$ cat config.mk
export PLATFORM = sky130hd
export DESIGN_NAME = mm_bist_sequencer
export DESIGN_NICKNAME = d
export VERILOG_FILES = /design/src/rtl/mm_bist_pkg.sv /design/src/rtl/mm_bist_sequencer.sv
export SDC_FILE = /design/constraint.sdc
export NUM_CORES = 1
export LEC_CHECK = 0
export CELL_PAD_IN_SITES_DETAIL_PLACEMENT = 0
export CELL_PAD_IN_SITES_GLOBAL_PLACEMENT = 1
export CORE_AREA = 2 2 184 186
export DETAILED_ROUTE_END_ITERATION = 10
export DIE_AREA = 0 0 186 188
export GPL_TIMING_DRIVEN = 0
export PLACE_DENSITY = 0.69
export SYNTH_ARGS = -nofsm -noshare
export SYNTH_HDL_FRONTEND = slang
export SYNTH_SLANG_ARGS = --single-unit
$ cat constraint.sdc
create_clock -name clk_i -period 3.73 [get_ports clk_i]
set_clock_uncertainty 0.2 [all_clocks]
set_input_delay 0.746 -clock clk_i [delete_from_list [all_inputs] [get_ports clk_i]]
set_output_delay 0.746 -clock clk_i [all_outputs]
set_load 0.01 [all_outputs]
$ cat src/rtl/mm_bist_pkg.sv
// Shared types and the built-in test table for the matrix-mult self-test sequencer.
package mm_bist_pkg;

  typedef struct packed {
    logic [2:0] bypass;
    logic [1:0] mode;
    logic       ext_en;
  } test_entry_t;

  typedef enum logic [2:0] {
    ST_IDLE   = 3'd0,
    ST_CONFIG = 3'd1,
    ST_LAUNCH = 3'd2,
    ST_WAIT   = 3'd3,
    ST_CHECK  = 3'd4,
    ST_GAP    = 3'd5,
    ST_FINISH = 3'd6
  } bist_state_e;

  localparam logic [2:0] BYP_NONE   = 3'b000;
  localparam logic [2:0] BYP_DRIVER = 3'b001;
  localparam logic [2:0] BYP_DUT    = 3'b010;
  localparam logic [2:0] BYP_SA     = 3'b100;

  localparam logic [1:0] MODE_EXT  = 2'b00;
  localparam logic [1:0] MODE_LFSR = 2'b01;

  localparam int TABLE_DEPTH = 4;

  localparam test_entry_t TEST_TABLE [TABLE_DEPTH] = '{
    '{bypass: BYP_DRIVER | BYP_DUT | BYP_SA, mode: MODE_EXT,  ext_en: 1'b1},
    '{bypass: BYP_NONE,                      mode: MODE_LFSR, ext_en: 1'b1},
    '{bypass: BYP_DRIVER,                    mode: MODE_EXT,  ext_en: 1'b1},
    '{bypass: BYP_DUT | BYP_SA,              mode: MODE_LFSR, ext_en: 1'b1}
  };

  // Campaigns longer than the table reuse its entries cyclically.
  function automatic test_entry_t get_test_entry(input logic [1:0] sel);
    return TEST_TABLE[sel];
  endfunction

endpackage

$ cat src/rtl/mm_bist_sequencer.sv
// Self-test sequencer: walks the test table, launches the matrix-mult wrapper for each
// entry, and compares the returned signature with a per-test golden value.
module mm_bist_sequencer
  import mm_bist_pkg::*;
#(
  parameter int DATA_WIDTH = 64,
  parameter int NUM_TESTS  = 4,
  parameter int SETTLE     = 2,
  parameter int TIMEOUT    = 1024,
  parameter int GAP        = 2
) (
  input  logic                            clk_i,
  input  logic                            rst_i,
  input  logic                            run_i,
  input  logic                            abort_i,
  input  logic [DATA_WIDTH-1:0]           stop_code_i,
  input  logic [NUM_TESTS*DATA_WIDTH-1:0] golden_i,
  input  logic                            sig_valid_i,
  input  logic [DATA_WIDTH-1:0]           sig_data_i,
  output logic [2:0]                      bypass_o,
  output logic [1:0]                      mode_o,
  output logic                            driver_valid_o,
  output logic [DATA_WIDTH-1:0]           stop_code_o,
  output logic                            ext_en_o,
  output logic                            mm_start_o,
  output logic                            busy_o,
  output logic [((NUM_TESTS > 1) ? $clog2(NUM_TESTS) : 1)-1:0] cur_test_o,
  output logic [NUM_TESTS-1:0]            fail_mask_o,
  output logic                            done_o,
  output logic                            pass_o
);

  localparam int IDX_W   = (NUM_TESTS > 1) ? $clog2(NUM_TESTS) : 1;
  localparam int CNT_MAX = (TIMEOUT > SETTLE) ? ((TIMEOUT > GAP) ? TIMEOUT : GAP)
                                              : ((SETTLE > GAP) ? SETTLE : GAP);
  localparam int CNT_W   = $clog2(CNT_MAX + 1);

  localparam logic [CNT_W-1:0] SETTLE_LD  = CNT_W'(SETTLE - 1);
  localparam logic [CNT_W-1:0] TIMEOUT_LD = CNT_W'(TIMEOUT - 1);
  localparam logic [CNT_W-1:0] GAP_LD     = CNT_W'(GAP - 1);
  localparam logic [IDX_W-1:0] LAST_IDX   = IDX_W'(NUM_TESTS - 1);

  bist_state_e             state_r, state_s;
  logic [CNT_W-1:0]        cnt_r, cnt_s;
  logic [IDX_W-1:0]        idx_r, idx_s;
  logic [NUM_TESTS-1:0]    mask_r, mask_s;
  logic                    done_r, done_s;
  logic [DATA_WIDTH-1:0]   sig_r, sig_s;
  logic                    run_r, run_d_r, run_rise_s;
  logic [DATA_WIDTH-1:0]   golden_slice_s;

  test_entry_t             entry_s;
  logic [2:0]              bypass_r, bypass_s;
  logic [1:0]              mode_r, mode_s;
  logic                    ext_en_r, ext_en_s;
  logic                    start_r, start_s;
  logic                    busy_r, busy_s;
  logic                    pass_r, pass_s;

  assign run_rise_s     = run_r & ~run_d_r;
  assign golden_slice_s = golden_i[int'(idx_r) * DATA_WIDTH +: DATA_WIDTH];

  // Next-state, shared down-counter and campaign bookkeeping.
  always_comb begin
    state_s = state_r;
    cnt_s   = cnt_r;
    idx_s   = idx_r;
    mask_s  = mask_r;
    done_s  = done_r;
    sig_s   = sig_r;
    case (state_r)
      ST_IDLE: begin
        if (run_rise_s) begin
          state_s = ST_CONFIG;
          cnt_s   = SETTLE_LD;
          idx_s   = {IDX_W{1'b0}};
          mask_s  = {NUM_TESTS{1'b0}};
          done_s  = 1'b0;
        end else begin
          state_s = ST_IDLE;
        end
      end
      ST_CONFIG: begin
        if (cnt_r == CNT_W'(0)) begin
          state_s = ST_LAUNCH;
        end else begin
          cnt_s = cnt_r - CNT_W'(1);
        end
      end
      ST_LAUNCH: begin
        cnt_s   = TIMEOUT_LD;
        state_s = ST_WAIT;
      end
      ST_WAIT: begin
        // A signature arriving on the timeout cycle still counts as completed.
        if (sig_valid_i) begin
          sig_s   = sig_data_i;
          state_s = ST_CHECK;
        end else if (cnt_r == CNT_W'(0)) begin
          mask_s[idx_r] = 1'b1;
          cnt_s         = GAP_LD;
          state_s       = ST_GAP;
        end else begin
          cnt_s = cnt_r - CNT_W'(1);
        end
      end
      ST_CHECK: begin
        if (sig_r != golden_slice_s) begin
          mask_s[idx_r] = 1'b1;
        end else begin
          mask_s = mask_r;
        end
        cnt_s   = GAP_LD;
        state_s = ST_GAP;
      end
      ST_GAP: begin
        if (cnt_r != CNT_W'(0)) begin
          cnt_s = cnt_r - CNT_W'(1);
        end else if (idx_r == LAST_IDX) begin
          done_s  = 1'b1;
          state_s = ST_FINISH;
        end else begin
          idx_s   = idx_r + IDX_W'(1);
          cnt_s   = SETTLE_LD;
          state_s = ST_CONFIG;
        end
      end
      ST_FINISH: begin
        if (!run_r) begin
          state_s = ST_IDLE;
        end else begin
          state_s = ST_FINISH;
        end
      end
      default: begin
        state_s = ST_IDLE;
      end
    endcase

    // Abort drops the campaign with results frozen as they were.
    if (abort_i && (state_r != ST_IDLE)) begin
      state_s = ST_IDLE;
      cnt_s   = cnt_r;
      idx_s   = idx_r;
      mask_s  = mask_r;
      done_s  = done_r;
      sig_s   = sig_r;
    end else begin
      sig_s = sig_s;
    end
  end

  // Output values for the upcoming state, registered below.
  always_comb begin
    entry_s  = get_test_entry(2'(idx_s));
    bypass_s = 3'b000;
    mode_s   = 2'b00;
    ext_en_s = 1'b0;
    start_s  = 1'b0;
    busy_s   = 1'b0;
    case (state_s)
      ST_CONFIG, ST_CHECK, ST_GAP: begin
        busy_s   = 1'b1;
        bypass_s = entry_s.bypass;
        mode_s   = entry_s.mode;
        ext_en_s = entry_s.ext_en;
      end
      ST_LAUNCH, ST_WAIT: begin
        busy_s   = 1'b1;
        start_s  = 1'b1;
        bypass_s = entry_s.bypass;
        mode_s   = entry_s.mode;
        ext_en_s = entry_s.ext_en;
      end
      ST_IDLE, ST_FINISH: begin
        busy_s = 1'b0;
      end
      default: begin
        busy_s = 1'b0;
      end
    endcase
    pass_s = done_s & ~(|mask_s);
  end

  // State, counter, results and registered outputs.
  always_ff @(posedge clk_i or posedge rst_i) begin
    if (rst_i) begin
      state_r  <= ST_IDLE;
      cnt_r    <= CNT_W'(0);
      idx_r    <= {IDX_W{1'b0}};
      mask_r   <= {NUM_TESTS{1'b0}};
      done_r   <= 1'b0;
      sig_r    <= {DATA_WIDTH{1'b0}};
      bypass_r <= 3'b000;
      mode_r   <= 2'b00;
      ext_en_r <= 1'b0;
      start_r  <= 1'b0;
      busy_r   <= 1'b0;
      pass_r   <= 1'b0;
    end else begin
      state_r  <= state_s;
      cnt_r    <= cnt_s;
      idx_r    <= idx_s;
      mask_r   <= mask_s;
      done_r   <= done_s;
      sig_r    <= sig_s;
      bypass_r <= bypass_s;
      mode_r   <= mode_s;
      ext_en_r <= ext_en_s;
      start_r  <= start_s;
      busy_r   <= busy_s;
      pass_r   <= pass_s;
    end
  end

  // run_i edge detector; resets high so a run_i held across reset is not a new edge.
  always_ff @(posedge clk_i or posedge rst_i) begin
    if (rst_i) begin
      run_r   <= 1'b1;
      run_d_r <= 1'b1;
    end else begin
      run_r   <= run_i;
      run_d_r <= run_r;
    end
  end

  assign stop_code_o    = stop_code_i;
  assign bypass_o       = bypass_r;
  assign mode_o         = mode_r;
  assign ext_en_o       = ext_en_r;
  assign mm_start_o     = start_r;
  assign driver_valid_o = start_r;
  assign busy_o         = busy_r;
  assign cur_test_o     = idx_r;
  assign fail_mask_o    = mask_r;
  assign done_o         = done_r;
  assign pass_o         = pass_r;

endmodule

==> impl_metrics.toml <==
[run_status]
status = "finished clean"

[drt]
finalWirelength_um = 28080
drc = 0
vias_per_cell = 4.200
routedWlPerCell_um = 20.07
dr.first_iter.drc_count = 285
antenna_left = 0
firstDrtPassIters = 4
vias = 5876

[flow_run]
maxCapViolations = 0

[synthesis]
muxShareOfSynthArea_pct = 32.44
synth_top_area_share_pct = 34.17
synth_async_sr_flop_share_pct = 100.0
synth-seq-area-share_pct = 34.95
synthXorXnorAreaFrac_pct = 8.673
syn_inst = 530
synth_area_mm2 = 0.006665
synth.most_common_cell = "dfrtp_1"
ys_ff_latch = 93
synth_largest_area_cell = "dfrtp_1"
synth_cell_types = 54
synth_fa_ha_area_share_pct = 0.1877
synth_simple_gate_area_share_pct = 7.622
yosysWarnings = 0
synth_common_cells = "91 x dfrtp_1, 69 x buf_4, 66 x xnor2_1"
synth_nets = 920
post_synth.cell_area_avg_um2 = 12.58
synth_enable_flop_cells = 0
synth_top_family_by_area = "multiplexers"
synth_compound_area_share_pct = 5.350
synthTopCellsByArea = "dfrtp_1 34%, mux4_2 22%, mux2_2 11%, xnor2_1 8.7%, buf_4 7.8%"
synth_top_flop_cell = "dfrtp_1"

[placed_design]
place_ws_ns = 0.2734
post_dp_cell_area_mm2 = 0.01129
gp_congestion = 0.7623
port_buffers = 403
dp_hpwl_um = 22840
placed_cells = 1382

[setup_path]
setup.worst_path.start_class = "register"
critPathCaptureType = "register"
arrival_ns = 3.49
critPathKind = "reg2reg"
r2r_start = "cur_test_o[1]$_DFF_PP0_"
critPathLaunch = "cur_test_o[1]$_DFF_PP0_"
cp_data_required_time_ns = 3.79
crit_path_max_fanout = 10

[cts]
path_clk_slew_ns = 0.07
root_buffer = "clkbuf_16"
cts_made_buffers = 9
clkSinkCount = 93
ctsHoldBuffers = 0
cts_buffer_depth = 2
cts_tree = "yes"
clk_latency_ns = 0.35
cts_setup_buffers = 0
cts.htree.levels = 3
cts_resized = 0

[floorplanning]
die-width_um = 186
pin_count = 470
core_mm2 = 0.03311
start_util_pct = 20.13
dieHeight_um = 188
dieArea_mm2 = 0.03497
num_rows = 67

[power]
power_switching_mw = 1.412
p_int_mw = 3.056
power_frac_seq_pct = 37.2
p_leak_nw = 4.371
power-per-cell-area_mw_per_mm2 = 386.3
p_sw_share_pct = 31.61
totalPowerFinal_mw = 4.468
p_clk_share_pct = 20.2
power_frac_comb_pct = 42.6
vdd.ir_drop.worst_mv = 0.2550

[timing]
fmax_mhz = 291.7
whs_ns = 0.1775
maxSlewHeadroom_pct = 35.92
final.min_clock_period_ns = 3.428
tns_ns = 0
worst_slew_pin_slew_ns = 0.9612
finalSetupViolations = 0
fin_crit_sh_pct = 91.90
slew_violations = 0
worst_slack_ns = 0.3022
grt_setup_unrepaired = "false"
hold_viol_final = 0

[min_path]
min_from = "run_r$_DFF_PP1_"
min_path_type = "reg2reg"

[global_routing]
global_route.overflow_total = 0
use_met1_pct = 18.98
grt_max_degree = 53
track_usage_pct = 15.46
use_met3_pct = 3.807
grt_pass1_vias = 6248
top_usage_layer = "met2"
grt_antenna_before_repair = 1
grt.met2_usage_pct = 27.28
grt_pass1_wl_um = 39470

[finish]
num-nets-final = 1335
area_delta_synth_final_pct = 73.55
drive_gt1_share_pct = 25.68
final_area_mm2 = 0.01157
instances_no_fill = 1399
final_util_pct = 34.93
## power by group through the flow
stage / clock network, mW / registers (mW) / logic [mW]
final: 0.903 / 1.66 / 1.90
after global routing: 0.985 / 1.72 / 2.08
after CTS: 0.949 / 1.66 / 1.94
after detailed placement: 0 / 1.68 / 1.92
after global placement: 0 / 1.67 / 1.90
after floorplan: 0 / 1.63 / 1.18
## cells in the final DEF (no fill, tap or decap), types with 3 or more instances in the layout
cell               n
a21oi_1            8
a22oi_1            3
buf_2             10
buf_4             69
buf_6              6
clkbuf_1          13
clkbuf_16          9
clkdlybuf4s50_1  403
dfrtp_1           91
inv_1              8
mux2_2            64
mux4_2            64
nand2_1           14
nand3_1            3
nand4_1           17
nor2_1            10
nor2b_1            8
nor3_1             4
nor4_2             4
o21ai_0           11
o21ai_1            7
o311ai_0           7
or3_1              4
xnor2_1           66
## layout make-up
class | instances | area [µm²]
fillers | 3319 | 21550
plain buffers | 97 | 680.7
repair buffers | 404 | 4061
clock inverters | 6 | 46.29
flip-flops and latches | 93 | 2330
well taps | 448 | 560.5
diodes | 1 | 2.502
multi-input cells | 331 | 3621
clock buffers | 10 | 229.0
inverters | 9 | 36.28
## routing by layer
layer,vias to the layer above,wire (µm)
li1,2765,-
met1,2873,11470
met2,225,14070
met3,13,2253
met4,0,289
met5,-,0
## final timing paths
kind                            depth (start not counted)  slack (ns)               endpoint
worst min register to register                          0        0.18      run_d_r$_DFF_PP1_
worst min-delay path                                    0        0.18      run_d_r$_DFF_PP1_
min in group asynchronous                               2        0.61  sig_r[57]$_DFFE_PP0P_
worst max register to register                          8        0.30       pass_o$_DFF_PP0_
worst max-delay path                                    8        0.30       pass_o$_DFF_PP0_
max in group asynchronous                               3        1.99      run_d_r$_DFF_PP1_
## cells by family (layout without fill, tap and decap cells)
family                   after synthesis  after routing
AO/OA/AOI/OAI                         53             53
multiplexers                         128            128
XOR/XNOR                              66             66
other                                  1              2
adder cells (fa/ha/maj)                1              1
flip-flops                            93             93
AND/OR/NAND/NOR                       82             82
buffers and inverters                106            526
## registers in the layout (all words and copies together) (netlist names), 2 cells and up
signal       count
sig_r           64
cnt_r           11
fail_mask_o      4
state_r          3
bypass_o         2
cur_test_o       2
## worst max-delay path: stages, from the launching register on
cell      delay (ns)
dfrtp_1         0.34
buf_2           0.29
clkbuf_1        0.72
mux4_2          0.43
xnor2_1         0.19
nand4_1         0.23
nor4_2          0.46
nand4_1         0.25
a21oi_1         0.22
Note: power is estimated with default switching activity, not from simulation.
